File: src/rtl/cnn_avalon_stream_ctrl.sv
// Avalon-MM slave front end for the CNN classifier core.
// Buffers pixels in a FIFO, streams them to the core over valid/ready,
// and tracks frame progress, the latched decision and a done interrupt.
//
// state  | meaning
// S_IDLE | no frame in progress, FIFO may be prefilled
// S_RUN  | streaming pixels to the core, counting handshakes
// S_WAIT | all pixels delivered, waiting for the core finish flag
// S_DONE | decision latched, done set until acknowledged or restarted
module cnn_avalon_stream_ctrl #(
  parameter int PIX_W      = 8,
  parameter int CLASS_W    = 4,
  parameter int FIFO_DEPTH = 16,
  parameter int NUM_PIXELS = 784,
  parameter int CNT_W      = 16
) (
  input  logic               iClk,
  input  logic               iReset_n,
  input  logic               iChipSelect_n,
  input  logic               iWrite_n,
  input  logic               iRead_n,
  input  logic [2:0]         iAddress,
  input  logic [31:0]        iData,
  output logic [31:0]        oData,
  output logic               oIrq,
  output logic [PIX_W-1:0]   oPixel,
  output logic               oPixelValid,
  input  logic               iPixelReady,
  input  logic [CLASS_W-1:0] iDecision,
  input  logic               iFinish,
  output logic               oCoreRst_n
);

  localparam int AW = $clog2(FIFO_DEPTH);
  localparam int LW = AW + 1;

  typedef enum logic [1:0] {S_IDLE, S_RUN, S_WAIT, S_DONE} state_t;

  state_t stateQ, stateNext;

  logic [PIX_W-1:0]   fifoMem [FIFO_DEPTH];
  logic [AW:0]        wrPtr, rdPtr;
  logic [LW-1:0]      level;
  logic               fifoEmpty, fifoFull;
  logic [CNT_W-1:0]   pixCnt;
  logic [CLASS_W-1:0] decisionQ;
  logic               doneQ, overflowQ, irqEn;
  logic [31:0]        rdMux;

  logic wr, rd, wrPix, wrCtrl, wrAck;
  logic startCmd, clearCmd, startAcc, finishEvt;
  logic pop, pushOk, lastPix, irqEnNext, busy;
  logic unusedData;

  assign wr       = !iChipSelect_n && !iWrite_n;
  assign rd       = !iChipSelect_n && !iRead_n;
  assign wrPix    = wr && (iAddress == 3'd0);
  assign wrCtrl   = wr && (iAddress == 3'd2);
  assign wrAck    = wr && (iAddress == 3'd4) && iData[0];
  // CLEAR takes priority, so a START carried in the same write is dropped
  assign clearCmd = wrCtrl && iData[1];
  assign startCmd = wrCtrl && iData[0] && !iData[1];
  assign unusedData = ^iData;

  assign level     = LW'(wrPtr - rdPtr);
  assign fifoEmpty = (level == '0);
  assign fifoFull  = (level == LW'(FIFO_DEPTH));

  assign oPixelValid = (stateQ == S_RUN) && !fifoEmpty;
  assign oPixel      = fifoEmpty ? '0 : fifoMem[rdPtr[AW-1:0]];
  assign pop         = oPixelValid && iPixelReady;
  assign pushOk      = wrPix && (!fifoFull || pop);
  assign lastPix     = (pixCnt == CNT_W'(NUM_PIXELS - 1));
  assign busy        = (stateQ == S_RUN) || (stateQ == S_WAIT);
  assign irqEnNext   = wrCtrl ? iData[2] : irqEn;

  // State register
  always_ff @(posedge iClk or negedge iReset_n) begin
    if (!iReset_n) stateQ <= S_IDLE;
    else           stateQ <= stateNext;
  end

  // Next-state logic and frame events
  always_comb begin
    stateNext = stateQ;
    startAcc  = 1'b0;
    finishEvt = 1'b0;
    case (stateQ)
      S_IDLE: if (startCmd) begin stateNext = S_RUN; startAcc = 1'b1; end
      S_RUN:  if (pop && lastPix) stateNext = S_WAIT;
      S_WAIT: if (iFinish) begin stateNext = S_DONE; finishEvt = !clearCmd; end
      S_DONE: if (startCmd) begin stateNext = S_RUN; startAcc = 1'b1; end
      default: stateNext = S_IDLE;
    endcase
    if (clearCmd) stateNext = S_IDLE;
  end

  // FIFO storage; contents are don't-care while empty so no reset needed
  always_ff @(posedge iClk) begin
    if (pushOk) fifoMem[wrPtr[AW-1:0]] <= iData[PIX_W-1:0];
  end

  // FIFO pointers, flushed by CLEAR
  always_ff @(posedge iClk or negedge iReset_n) begin
    if (!iReset_n) begin
      wrPtr <= '0;
      rdPtr <= '0;
    end else if (clearCmd) begin
      wrPtr <= '0;
      rdPtr <= '0;
    end else begin
      if (pushOk) wrPtr <= wrPtr + 1'b1;
      if (pop)    rdPtr <= rdPtr + 1'b1;
    end
  end

  // Frame status: pixel count, sticky overflow, done, decision, irq enable
  always_ff @(posedge iClk or negedge iReset_n) begin
    if (!iReset_n) begin
      pixCnt    <= '0;
      overflowQ <= 1'b0;
      doneQ     <= 1'b0;
      decisionQ <= '0;
      irqEn     <= 1'b0;
    end else begin
      if (clearCmd || startAcc) pixCnt <= '0;
      else if (pop)             pixCnt <= pixCnt + 1'b1;

      if (clearCmd)                overflowQ <= 1'b0;
      else if (wrPix && !pushOk)   overflowQ <= 1'b1;

      if (clearCmd)               doneQ <= 1'b0;
      else if (finishEvt)         doneQ <= 1'b1;
      else if (wrAck || startAcc) doneQ <= 1'b0;

      if (finishEvt) decisionQ <= iDecision;
      if (wrCtrl)    irqEn     <= iData[2];
    end
  end

  // Interrupt, core soft reset pulse and registered read data
  always_ff @(posedge iClk or negedge iReset_n) begin
    if (!iReset_n) begin
      oIrq       <= 1'b0;
      oCoreRst_n <= 1'b1;
      oData      <= '0;
    end else begin
      oIrq       <= doneQ && irqEnNext && !(wrAck || clearCmd || startAcc);
      oCoreRst_n <= !clearCmd;
      if (rd) oData <= rdMux;
    end
  end

  // Read data selection
  always_comb begin
    rdMux = '0;
    case (iAddress)
      3'd0: rdMux[CLASS_W-1:0] = decisionQ;
      3'd1: begin
        rdMux[0]       = busy;
        rdMux[1]       = doneQ;
        rdMux[2]       = overflowQ;
        rdMux[3]       = fifoEmpty;
        rdMux[4]       = fifoFull;
        rdMux[8 +: LW] = level;
      end
      3'd2: rdMux[2] = irqEn;
      3'd3: rdMux[CNT_W-1:0] = pixCnt;
      default: rdMux = '0;
    endcase
  end

endmodule

File: config.mk
export PLATFORM = sky130hd
export DESIGN_NAME = cnn_avalon_stream_ctrl
export DESIGN_NICKNAME = d
export VERILOG_FILES = /design/src/rtl/cnn_avalon_stream_ctrl.sv
export SDC_FILE = /design/constraint.sdc
export NUM_CORES = 1
export LEC_CHECK = 0
export ABC_CLOCK_PERIOD_IN_PS = 4100
export CELL_PAD_IN_SITES_DETAIL_PLACEMENT = 1
export CELL_PAD_IN_SITES_GLOBAL_PLACEMENT = 1
export CORE_MARGIN = 2
export CORE_UTILIZATION = 47
export DETAILED_ROUTE_END_ITERATION = 10
export PLACE_DENSITY = 0.78
export SETUP_SLACK_MARGIN = 0.05
export SYNTH_ARGS = -nofsm -noshare
export SYNTH_HDL_FRONTEND = slang
export SYNTH_SLANG_ARGS = --single-unit
File: constraint.sdc
create_clock -name iClk -period 4.1 [get_ports iClk]
set_clock_uncertainty 0.2 [all_clocks]
set_input_delay 0.615 -clock iClk [delete_from_list [all_inputs] [get_ports iClk]]
set_output_delay 0.615 -clock iClk [all_outputs]
set_load 0.005 [all_outputs]
# [Yosys cells after proc, flatten, opt, wreduce, memory -nomap -nowiden]
# Memories as Yosys holds them, arrays and structs flattened.
# Cells that the tools add are included.
# Widths: inputs -> output; s select.
[word_totals] reg_bits=53 output_inout_bits=43 mem_bits_ro=0 memories=1 input_bits=46 elab_cells=100 ramBits=128 latch_bits=0
[op_classes] n_div=0 magnitude_cmp=0 shifts=0 bitwise_logic=0 n_eq_ne=12 mul=0 reduce_logical=41 n_addsub=4 muxes=31
[mem_list] memory="fifoMem" depth=16 word_bits=8 rd=1 rd_clocked_by_memory_dff=0 wr=1 line_no="41" source="logic [PIX_W-1:0] fifoMem [FIFO_DEPTH];"
[ops] op="$mux 16" count=2
[ops] op="$mux 5" count=4
[ops] op="$add 16x1->16 const B" count=1
[ops] op="$eq 16x10->1 const B" count=1
[ops] op="$logic_and 1x1->1" count=16
[ops] op="$mux 1" count=12
[ops] op="$pmux 2 s3" count=2
[ops] op="$add 5x1->5 const B" count=2
[ops] op="$pmux 5 s2" count=1
[ops] op="$logic_not 1->1" count=9
[ops] op="$mux 2" count=4
[ops] op="$mux 8" count=1
[ops] op="$reduce_bool 2->1" count=4
[ops] op="$eq 3x2->1 const B" count=2
[ops] op="$logic_or 1x1->1" count=6
[ops] op="$mux 3" count=2
[ops] op="$eq 5x5->1 const B" count=1
[ops] op="$logic_not 5->1" count=1
[ops] op="$sub 5x5->5" count=1
[ops] op="$eq 2x2->1 const B" count=2
[ops] op="$pmux 1 s4" count=1
[ops] op="$eq 3x1->1 const B" count=1
[ops] op="$eq 3x3->1 const B" count=1
[ops] op="$logic_not 3->1" count=1
[ops] op="other kinds (10)" count=10

# [Logic depth before layout (Yosys ltp)]
[depth] depth_word=11 ltp_mapped=11 ltp_nobuf=9

# [Least setup slack after synthesis]
# No wires, ideal clock.
[synth_path] kind="reg2out" from="reg rdPtr[1]" to="out oPixel[0]" path_slack_ns=0.598 path_buffers=3 stages_incl_launch_ff=10 arrival_ns=2.687 required_ns=3.285 path_cell_list="dfrtp_1 clkbuf_1 clkinv_1 fa_1 xor2_1 a211o_1 a22oi_2 buf_2 buf_1 a211oi_1"
[synth_via] elab_chain_len=3 word_cells_on_any_way=4 cone_classes="add/sub (1); mux (1); reduce/logical (1); memory (1)"
[synth_lines] element="from (decl)" line_no="42" source="logic [AW:0] wrPtr, rdPtr;"
[synth_lines] element="from (signal assigned)" line_no="113" source="if (pop) rdPtr <= rdPtr + 1'b1;"
[synth_lines] element="$sub 5x5->5" line_no="65" source="assign level = LW'(wrPtr - rdPtr);"
[synth_lines] element="$logic_not 5->1" line_no="66" source="assign fifoEmpty = (level == '0);"
[synth_lines] element="$mux 8 (*)" line_no="70" source="assign oPixel = fifoEmpty ? '0 : fifoMem[rdPtr[AW-1:0]];"
[synth_lines] element="to (decl)" line_no="26" source="output logic [PIX_W-1:0] oPixel,"
# Every way passes the cells marked *; elsewhere a longest branch is shown, timed or not.

# [Final worst setup path]
[layout_path] from="reg wrPtr[0]" to="out oPixel[2]"
[layout_via] elab_chain_len=3
[layout_lines] element="from (decl)" line_no="42"
[layout_lines] element="from (signal assigned)" line_no="112" source="if (pushOk) wrPtr <= wrPtr + 1'b1;"
[layout_lines] element="$sub 5x5->5" line_no="65"
[layout_lines] element="$logic_not 5->1" line_no="66"
[layout_lines] element="$mux 8" line_no="70"
# No other way between the ends.

==> metrics.txt <==
status=complete, no violations; Vias/cell=5.90; NumNets Final=689; Fill cells=1692; synthesis-to-layout area growth=15.8%; clk slew on worst S/H paths=70 ps; Mean Syn Cell Area=14.2 µm²; top cell type's share of synthesized area=46.9%; initial antenna violation count=0; Setup crit end kind=primary output; number of distinct library cells after synthesis=62; WL/cell=~23 µm; leading area contributor after synthesis=edfxtp_1; H-tree Lvls=4; CTS max path bufs=2; Fmax achieved=249 MHz; register area share after synthesis=63.1%; CTS Root Cell=clkbuf_16; fin crit share=97.8%; detailed-route via count=5117; die height=136 µm; Min Hold Slack=between 200 and 300 ps; Synth area leaders=edfxtp_1 47%, dfrtp_1 16%, mux4_2 9.1%; WP data required=about 3300 ps; worst-path fanout max=6; R2R Setup Slk=610 ps; CTS tree=done; Worst Hold End=oData[7]; fin area=9490 µm²; Detail Placement HPWL=around 13 mm; Setup-failing EPs final=0; Tmin final=4010 ps; DRT antenna net count=0; Clock Latency Late Sink=430 ps; hold path depth=2; Mapped Cells=575; Hold Path Origin=oData[7]; Tot Pwr=between 5 and 6 mW; layout cells sized above 1=16.0%; top_reg_cell synth=edfxtp_1; ant diodes=0; Setup TNS Final=0 ps; final core utilization=55.2%; #FFs+latches synth=181; Worst setup SP type=flip-flop; Synth Warn #=0; Placed Area=8870 µm²; Die ar.=18500 µm²; FF-to-FF path depth=9; pre-CTS setup slack=450 ps; cell row count=48; Worst EP arrival=between 3000 and 4000 ps; RSZ-0062 raised after global routing=yes; GRT Residual Overflow=0; Clock Sink Count=181; largest net degree at the start of global routing=46; EDFF count, synth=~130; first-pass GRT wire length=31.3 mm; DR pass1 iterations=5; synth cell count leaders=128 x edfxtp_1, 56 x nand2_1, 52 x dfrtp_1; routability cong.=slightly above 0.8; num ports=a little under 90; hold crit path type=reg2reg; final std cells w/o fill=roughly 870; Reg2Reg Capture Point=fifoMem[8][3]; CTS Buf Count=17; Max Cap Viol=0; Pleak=3.53 nW; Starting Density=47.7%; Worst Max-Slew Pin Slew=816 ps; CORE AREA=17200 µm²; Slew Limit Fails=0; vias in the first global route=5378; most common cell in the netlist=edfxtp_1; global-route total usage across every layer=22.9%; worst reg2reg startpoint=wrPtr[0]; I/O Buffers=48; relative slew slack=45.4%; chip width=136 µm; Post-route DRC=0; final worst slack=90.3 ps; Syn Std Cell Area=between 8000 and 9000 µm²; placed insts=~830; Setup CP Type=reg2out; Pwr per Cell Area=594 nW/µm²; asr flop ratio synth=29.3%; Hold Fails Final Rpt=0; initial drt markers=between 300 and 400; peak supply drop=0.000346 V; Final Routed Wirelength=20.0 mm
## worst max-delay path: stages, from the launching register on
cell	delay, ps
dfrtp_2	460
inv_2	100
ha_1	170
inv_1	60
fa_2	550
nand3b_1	120
a211o_1	150
a22oi_2	120
a211oi_1	430
clkdlybuf4s50_1	600
## registers in the layout (all words and copies together) (netlist names)
signal      count
rdPtr           5
oData          16
pixCnt         16
doneQ           1
irqEn           1
decisionQ       4
oCoreRst_n      1
fifoMem       128
wrPtr           5
oIrq            1
overflowQ       1
stateQ          2
## final cells by class
cell class,instances,area [µm²],share of cell area [%]
Clock buffer,17,425,4.48
Tap cell,225,282,2.97
Multi-Input combinational cell,349,2780,29.2
Inverter,13,51.3,0.541
Timing Repair Buffer,68,634,6.69
Sequential cell,181,5170,54.5
Clock inverter,14,146,1.54
## power by group
group / leakage, nW / total (mW) / switching (mW) / internal, mW
Combinational: 1.43 / 1.86 / 0.984 / 0.873
Sequential: 1.84 / 2.18 / 0.105 / 2.07
Clock: 0.268 / 1.60 / 0.746 / 0.853
Total: 3.53 / 5.63 / 1.83 / 3.80
## cell usage in the layout (no fill, tap or decap), drive strengths merged, types with 2 or more instances in the layout
master	instances
o41ai	3
dfrtp	52
a221oi	6
o21ai	19
nand4	9
nand2	56
nor2b	6
and2	7
clkbuf	17
nor2	21
and3	29
o211ai	8
ha	12
nand3b	4
o31ai	6
nand3	9
mux4	33
mux2	5
a211oi	9
clkinv	4
nor3b	2
conb	16
xor2	3
nor3	5
clkinvlp	4
or4	6
a21oi	14
o311ai	5
nand2b	7
nor4	3
edfxtp	128
inv	18
clkdlybuf4s50	46
or2	2
buf	20
or3	10
mux2i	15
a22o	3
## layer usage
metal | vias up | track usage (%) | part of all wire (%)
li1 | 2297 | - | -
met1 | 2649 | 31.1 | 44
met2 | 143 | 37.9 | 51
met3 | 28 | 4.44 | 3.9
met4 | 0 | 6.42 | 1.3
met5 | - | 0 | 0
## what timing repair did
| action | in CTS | in global routing |
|---|---|---|
| setup buffers | 2 | 0 |
| resized for setup | 3 | 4 |
| hold endpoints to repair | 17 | 0 |
| hold buffers | 1 | 0 |
| pin swaps | 1 | 0 |
| setup endpoints to repair | 6 | 9 |
## kinds of logic (layout without fill, tap and decap cells)
group	Yosys count	count (layout)	synth area share, %
and+or+nand+nor	180	180	11.8
DFF	181	181	63.1
xor gates and xnor gates	4	4	0.428
buffers and inverters	60	112	3.88
adders and majority gates	13	13	2.08
AOI/OAI and AO/OA	83	83	7.04
muxes	53	53	11.6
other	1	16	0.0458
## how the worst max path moves through the flow
| stage | startpoint | endpoint | slack [ps] | cells after the start |
|---|---|---|---|---|
| floorplan | rdPtr[1] | oPixel[0] | 600 | 9 |
| global route | wrPtr[0] | oPixel[2] | 20 | 9 |
| finish | wrPtr[0] | oPixel[2] | 90 | 9 |
| CTS | wrPtr[0] | oPixel[1] | 60 | 10 |
| detailed placement | wrPtr[0] | oPixel[3] | 450 | 10 |
| global placement | wrPtr[0] | oPixel[3] | 540 | 10 |
No activity file was read; power rests on OpenSTA's default activity.
